### src/rtl/set_time_fsm.sv
// set_time_fsm: BCD time-setting controller with field select, range-aware increment, auto-repeat and inactivity abort.
// Define SET_TIME_SECONDS_EN to make the seconds digits editable fields 4 and 5.
module set_time_fsm #(
  parameter int HOUR_24     = 1,
  parameter int TIMEOUT_CYC = 1000,
  parameter int REPEAT_DLY  = 50,
  parameter int REPEAT_PER  = 10
) (
  input  logic       clk,
  input  logic       rst,
  input  logic       set_time_en,
  input  logic       mode_button,
  input  logic       inc_button,
  input  logic [1:0] i_hours_left,
  input  logic [3:0] i_hours_right,
  input  logic [2:0] i_minutes_left,
  input  logic [3:0] i_minutes_right,
  input  logic [2:0] i_seconds_left,
  input  logic [3:0] i_seconds_right,
  output logic [1:0] o_hours_left,
  output logic [3:0] o_hours_right,
  output logic [2:0] o_minutes_left,
  output logic [3:0] o_minutes_right,
  output logic [2:0] o_seconds_left,
  output logic [3:0] o_seconds_right,
  output logic [2:0] o_field,
  output logic       ack_flag,
  output logic       abort_flag
);
  localparam int TW = $clog2(TIMEOUT_CYC + 1);
  localparam int RMAX = REPEAT_DLY > REPEAT_PER ? REPEAT_DLY : REPEAT_PER;
  localparam int RW = $clog2(RMAX + 1);
  localparam logic [1:0] HL_MAX = HOUR_24 != 0 ? 2'd2 : 2'd1;
  logic [2:0] sl_in;
  logic [3:0] sr_in;
`ifdef SET_TIME_SECONDS_EN
  localparam logic [2:0] LAST = 3'd5;
  assign sl_in = i_seconds_left;
  assign sr_in = i_seconds_right;
`else
  localparam logic [2:0] LAST = 3'd3;
  logic unused_sec;
  assign sl_in = 3'd0;
  assign sr_in = 4'd0;
  assign unused_sec = ^{i_seconds_left, i_seconds_right};
`endif
  typedef enum logic [1:0] {IDLE, EDIT, DONE} state_t;
  state_t state_q, state_d;
  logic [2:0] field_q, field_d;
  logic [1:0] hl_q, hl_d;
  logic [3:0] hr_q, hr_d;
  logic [2:0] ml_q, ml_d;
  logic [3:0] mr_q, mr_d;
  logic [2:0] sl_q, sl_d;
  logic [3:0] sr_q, sr_d;
  logic [TW-1:0] idle_q, idle_d;
  logic [RW-1:0] rpt_q, rpt_d;
  logic rep_on_q, rep_on_d;
  logic en_q, mode_q, inc_q, abort_q, abort_d;
  logic mode_e, inc_e, tick, bump, timeout;
  logic [1:0] hl_n;
  logic [3:0] hr_c, hr_max, hr_min, hr_n;
  always_comb begin
    mode_e = mode_button & ~mode_q;
    inc_e = inc_button & ~inc_q;
    tick = inc_button & ~inc_e & (rep_on_q ? rpt_q == RW'(REPEAT_PER - 1) : rpt_q == RW'(REPEAT_DLY - 1));
    bump = inc_e | tick;
    timeout = ~mode_e & ~inc_e & (idle_q == TW'(TIMEOUT_CYC - 2));
    hl_n = hl_q >= HL_MAX ? 2'd0 : hl_q + 2'd1;
    // hours-right is pulled back into range whenever hours-left changes
    hr_c = HOUR_24 != 0 ? ((hl_n == 2'd2 && hr_q > 4'd3) ? 4'd0 : hr_q)
         : (hl_n == 2'd1 && hr_q > 4'd2) ? 4'd0 : (hl_n == 2'd0 && hr_q == 4'd0) ? 4'd1 : hr_q;
    hr_max = HOUR_24 != 0 ? (hl_q == 2'd2 ? 4'd3 : 4'd9) : (hl_q == 2'd1 ? 4'd2 : 4'd9);
    hr_min = (HOUR_24 == 0 && hl_q != 2'd1) ? 4'd1 : 4'd0;
    hr_n = hr_q >= hr_max ? hr_min : hr_q + 4'd1;
    state_d = state_q;
    field_d = field_q;
    hl_d = hl_q;
    hr_d = hr_q;
    ml_d = ml_q;
    mr_d = mr_q;
    sl_d = sl_q;
    sr_d = sr_q;
    idle_d = idle_q;
    rpt_d = rpt_q;
    rep_on_d = rep_on_q;
    abort_d = 1'b0;
    case (state_q)
      IDLE: if (set_time_en && !en_q) begin
        state_d = EDIT;
        field_d = 3'd0;
        hl_d = i_hours_left;
        hr_d = i_hours_right;
        ml_d = i_minutes_left;
        mr_d = i_minutes_right;
        sl_d = sl_in;
        sr_d = sr_in;
        idle_d = '0;
        rpt_d = '0;
        rep_on_d = 1'b0;
      end
      EDIT: if (!set_time_en || timeout) begin
        abort_d = 1'b1;
        state_d = IDLE;
      end else begin
        idle_d = (mode_e | inc_e) ? '0 : idle_q + TW'(1);
        rpt_d = (mode_e | inc_e | tick | ~inc_button) ? '0 : rpt_q + RW'(1);
        rep_on_d = ~mode_e & ~inc_e & inc_button & (rep_on_q | tick);
        if (mode_e) begin
          state_d = field_q == LAST ? DONE : EDIT;
          field_d = field_q == LAST ? field_q : field_q + 3'd1;
        end else if (bump) begin
          hl_d = field_q == 3'd0 ? hl_n : hl_q;
          hr_d = field_q == 3'd0 ? hr_c : field_q == 3'd1 ? hr_n : hr_q;
          ml_d = field_q == 3'd2 ? (ml_q >= 3'd5 ? 3'd0 : ml_q + 3'd1) : ml_q;
          mr_d = field_q == 3'd3 ? (mr_q >= 4'd9 ? 4'd0 : mr_q + 4'd1) : mr_q;
          sl_d = field_q == 3'd4 ? (sl_q >= 3'd5 ? 3'd0 : sl_q + 3'd1) : sl_q;
          sr_d = field_q == 3'd5 ? (sr_q >= 4'd9 ? 4'd0 : sr_q + 4'd1) : sr_q;
        end
      end
      default: state_d = IDLE;
    endcase
  end
  always_ff @(posedge clk or posedge rst) begin
    if (rst) begin
      state_q <= IDLE;
      field_q <= 3'd0;
      hl_q <= 2'd0;
      hr_q <= 4'd0;
      ml_q <= 3'd0;
      mr_q <= 4'd0;
      sl_q <= 3'd0;
      sr_q <= 4'd0;
      idle_q <= '0;
      rpt_q <= '0;
      rep_on_q <= 1'b0;
      en_q <= 1'b0;
      mode_q <= 1'b0;
      inc_q <= 1'b0;
      abort_q <= 1'b0;
    end else begin
      state_q <= state_d;
      field_q <= field_d;
      hl_q <= hl_d;
      hr_q <= hr_d;
      ml_q <= ml_d;
      mr_q <= mr_d;
      sl_q <= sl_d;
      sr_q <= sr_d;
      idle_q <= idle_d;
      rpt_q <= rpt_d;
      rep_on_q <= rep_on_d;
      en_q <= set_time_en;
      mode_q <= mode_button;
      inc_q <= inc_button;
      abort_q <= abort_d;
    end
  end
  assign o_hours_left = hl_q;
  assign o_hours_right = hr_q;
  assign o_minutes_left = ml_q;
  assign o_minutes_right = mr_q;
  assign o_seconds_left = sl_q;
  assign o_seconds_right = sr_q;
  assign o_field = state_q == IDLE ? 3'd7 : field_q;
  assign ack_flag = state_q == DONE;
  assign abort_flag = abort_q;
endmodule

### config.mk
export PLATFORM = sky130hd
export DESIGN_NAME = set_time_fsm
export DESIGN_NICKNAME = d
export VERILOG_FILES = /design/src/rtl/set_time_fsm.sv
export SDC_FILE = /design/constraint.sdc
export NUM_CORES = 1
export LEC_CHECK = 0
export CAP_MARGIN = 40
export CORE_MARGIN = 2
export CORE_UTILIZATION = 57
export DETAILED_ROUTE_END_ITERATION = 6
export GPL_TIMING_DRIVEN = 0
export PLACE_DENSITY = 0.85
export SYNTH_ARGS = -nofsm -noshare
export SYNTH_HDL_FRONTEND = slang
export SYNTH_SLANG_ARGS = --single-unit
### constraint.sdc
create_clock -name clk -period 4.4 [get_ports clk]
set_input_delay 1.1 -clock clk [delete_from_list [all_inputs] [get_ports clk]]
set_output_delay 1.1 -clock clk [all_outputs]
set_load 0.05 [all_outputs]
==> flow_summary.yaml <==
worst_setup_path:
  path_class: "primary input to flip-flop"
  startpoint_type: "primary input"
  critPathArrivalTime_ns: 3.44
  end_kind: "flip-flop"
  required_ns: 4.59
  cp_max_fo: 10
sta:
  rsz0062_at_grt: "false"
  final_max_slew_viol_count: 0
  fin_crit_ns: 3.252
  fmax_mhz: 307.5
  min_period_over_period_pct: 73.90
  finalHoldViolations: 0
  setup_tns_ns: 0
  finClkSkew_ns: 0.009723
  max_slew_margin_pct: 55.73
  setup_viol: 0
  tightest_slew_ns: 0.6548
  fin_ws_ns: 1.148
  holdWs_ns: 0.4820
floorplan:
  num_rows: 25
  die_area_sq_um: 5640
  die_width_microns: 75.10
  dieHeight_microns: 75.10
  core-area_sq_um: 4786
  start_util_pct: 60.21
  ios: 50
flow_run:
  drv_cap: 0
placed_design:
  place.detailed.hpwl_mm: 5.183
  gp_congestion: 0.8549
  post-place-ws_ns: 0.8943
  dp.cells: 423
  place_area_sq_um: 3406
  port_buffers: 42
clocking:
  htree_levels: 2
  worst_setup_hold_path_clk_slew_ns: 0.10
  cts_resized: 0
  insertion_delay_ns: 0.31
  cts_num_sinks: 46
  cts_inserted_buffers: 5
  root_buffer: "clkbuf_8"
  ctsHoldBuffers: 0
  cts_buffer_depth: 2
  cts_tree: "built"
  post_cts_buffers: 0
final_layout:
  regArea_sq_um: 1151
  multi_input_area_sq_um: 1589
  diodes: 0
  nNetsFinal: 408
  area_growth_pct: 22.10
  layout-drive-gt1-share_pct: 7.967
  fin_cells: 431
  fin_area_sq_um: 3518
  n_fill_cell: 363
  fin_util_pct: 73.52
grt:
  grt_pass1_wl_mm: 11.84
  grt_use_total_pct: 27.33
  grt_pass1_vias: 2514
  antenna_found_initial: 0
  grt_overflow_total: 0
  grt_max_degree: 31
detailed_routing:
  routed_via_density: 6.220
  vias: 2681
  drc: 0
  ant_nets: 0
  dr.pass1.iters: 5
  drt-total-wl_mm: 7.129
  drt-initial-drc-count: 306
  wl_per_cell_microns: 16.54
power_and_ir_drop:
  p_leak_nw: 1.545
  power.density_nw_per_um2: 374.5
  power_mw: 1.318
  vdd_drop_max_mv: 0.2857
yosys:
  syn_inst: 313
  synth_top_area_share_pct: 39.95
  yosys-top-cells-count: "dfrtp_1 (46), o21ai_0 (33), inv_1 (22), nand2_1 (22), nand3_1 (22)"
  synth.area.top_cells: "dfrtp_1 (40%), ha_1 (8.7%), o21ai_0 (5.7%), nand3_1 (3.8%), inv_1 (2.9%)"
  synth_flop_cell: "dfrtp_1"
  synth-edff-count: 0
  mappedNetlistNets: 358
  yosysMostFrequentCell: "dfrtp_1"
  ys_types: 50
  yosys.area.top_type: "dfrtp_1"
  ys_seq_area_share_pct: 39.95
  avgSynthCellArea_sq_um: 9.206
  synth-async-reset-ratio_pct: 100.0
  synthesis.area_sq_um: 2882
  ys_seq_elements: 46
  yosysWarnings: 0
hold_path:
  hold_path_class: "flip-flop to flip-flop"
outcome:
  status: "completed"
## layout make-up
cell class / count / area share, %
plain buffers: 12 / 1.671
inverters: 22 / 2.347
flip-flops and latches: 46 / 32.72
clock buffers: 5 / 1.956
clock inverters: 3 / 1.245
multi-input cells: 233 / 45.16
well taps: 67 / 2.383
repair buffers: 43 / 12.52
## state kept, by name, summed over array words and instances, names as in the netlist, 3 cells and up
name             cells
o_minutes_left       3
idle_q              10
o_hours_right        4
o_minutes_right      4
o_seconds_left       3
o_seconds_right      4
rpt_q                6
field_q              3
## critical path, cell delays in order
cell and delay, ns:
clkdlybuf4s50_1 0.63, or2b_1 0.29, and3_4 0.16, buf_6 0.13, a31oi_1 0.24, buf_2 0.27, o21a_1 0.26, mux2_2 0.36
## cell usage in the layout (no fill, tap or decap), types with 3 or more instances in the layout
| cell type | Yosys | layout |
|---|---|---|
| dfrtp_1 | 46 | 46 |
| clkdlybuf4s50_1 | 0 | 42 |
| o21ai_0 | 33 | 33 |
| nand3_1 | 22 | 22 |
| nand2_1 | 22 | 22 |
| inv_1 | 22 | 21 |
| ha_1 | 20 | 20 |
| nor2_1 | 15 | 15 |
| a21oi_1 | 11 | 11 |
| o31ai_1 | 10 | 10 |
| nand2b_1 | 7 | 7 |
| a22o_1 | 7 | 7 |
| mux2_2 | 7 | 7 |
| and3_1 | 6 | 6 |
| clkbuf_1 | 6 | 6 |
| o211ai_1 | 6 | 6 |
| nor3_1 | 6 | 6 |
| clkbuf_8 | 0 | 5 |
| and2_1 | 4 | 4 |
| nor2b_1 | 4 | 4 |
| buf_2 | 4 | 4 |
| a31oi_1 | 4 | 4 |
| a22oi_1 | 4 | 4 |
| nand4_1 | 3 | 3 |
| nor3b_1 | 3 | 3 |
| o41ai_1 | 3 | 3 |
| nor4_1 | 3 | 3 |
| mux2i_1 | 3 | 3 |
## routing by layer
metal / share of wire, % / up-vias / global-route usage, % / routed length [microns]
met5: 0 / - / 0 / 0
met4: 1.5 / 0 / 9.325 / 104
met3: 6.2 / 13 / 4.953 / 441
met2: 47 / 119 / 42.88 / 3353
met1: 45 / 1297 / 38.17 / 3230
li1: - / 1252 / - / -
## worst paths after layout
check,start,to,slack [ns],depth (start not counted)
setup / recovery,inc_button,o_hours_right[0],1.15,8
hold / removal,idle_q[8],idle_q[8],0.48,1
setup reg to reg,idle_q[0],idle_q[5],1.84,9
hold reg to reg,idle_q[8],idle_q[8],0.48,1
max in group asynchronous,rst,o_minutes_left[1],2.81,3
min in group asynchronous,rst,o_minutes_right[1],1.10,2
## logic make-up after synthesis
group	after synthesis	share of synthesized area, %
AOI/OAI and AO/OA	97	22.84
xor gates and xnor gates	1	0.3040
and+or+nand+nor	105	19.54
DFF	46	39.95
adders and majority gates	20	8.684
buffers and inverters	34	4.906
muxes	10	3.778
## power breakdown
part | switching (mW) | leakage (nW) | internal (mW) | total, mW
Clock | 0.159 | 0.0585 | 0.171 | 0.330
Combinational | 0.289 | 0.878 | 0.171 | 0.460
Sequential | 0.0629 | 0.608 | 0.465 | 0.528
Total | 0.511 | 1.54 | 0.806 | 1.32
Power figures use the tool's default switching activity.
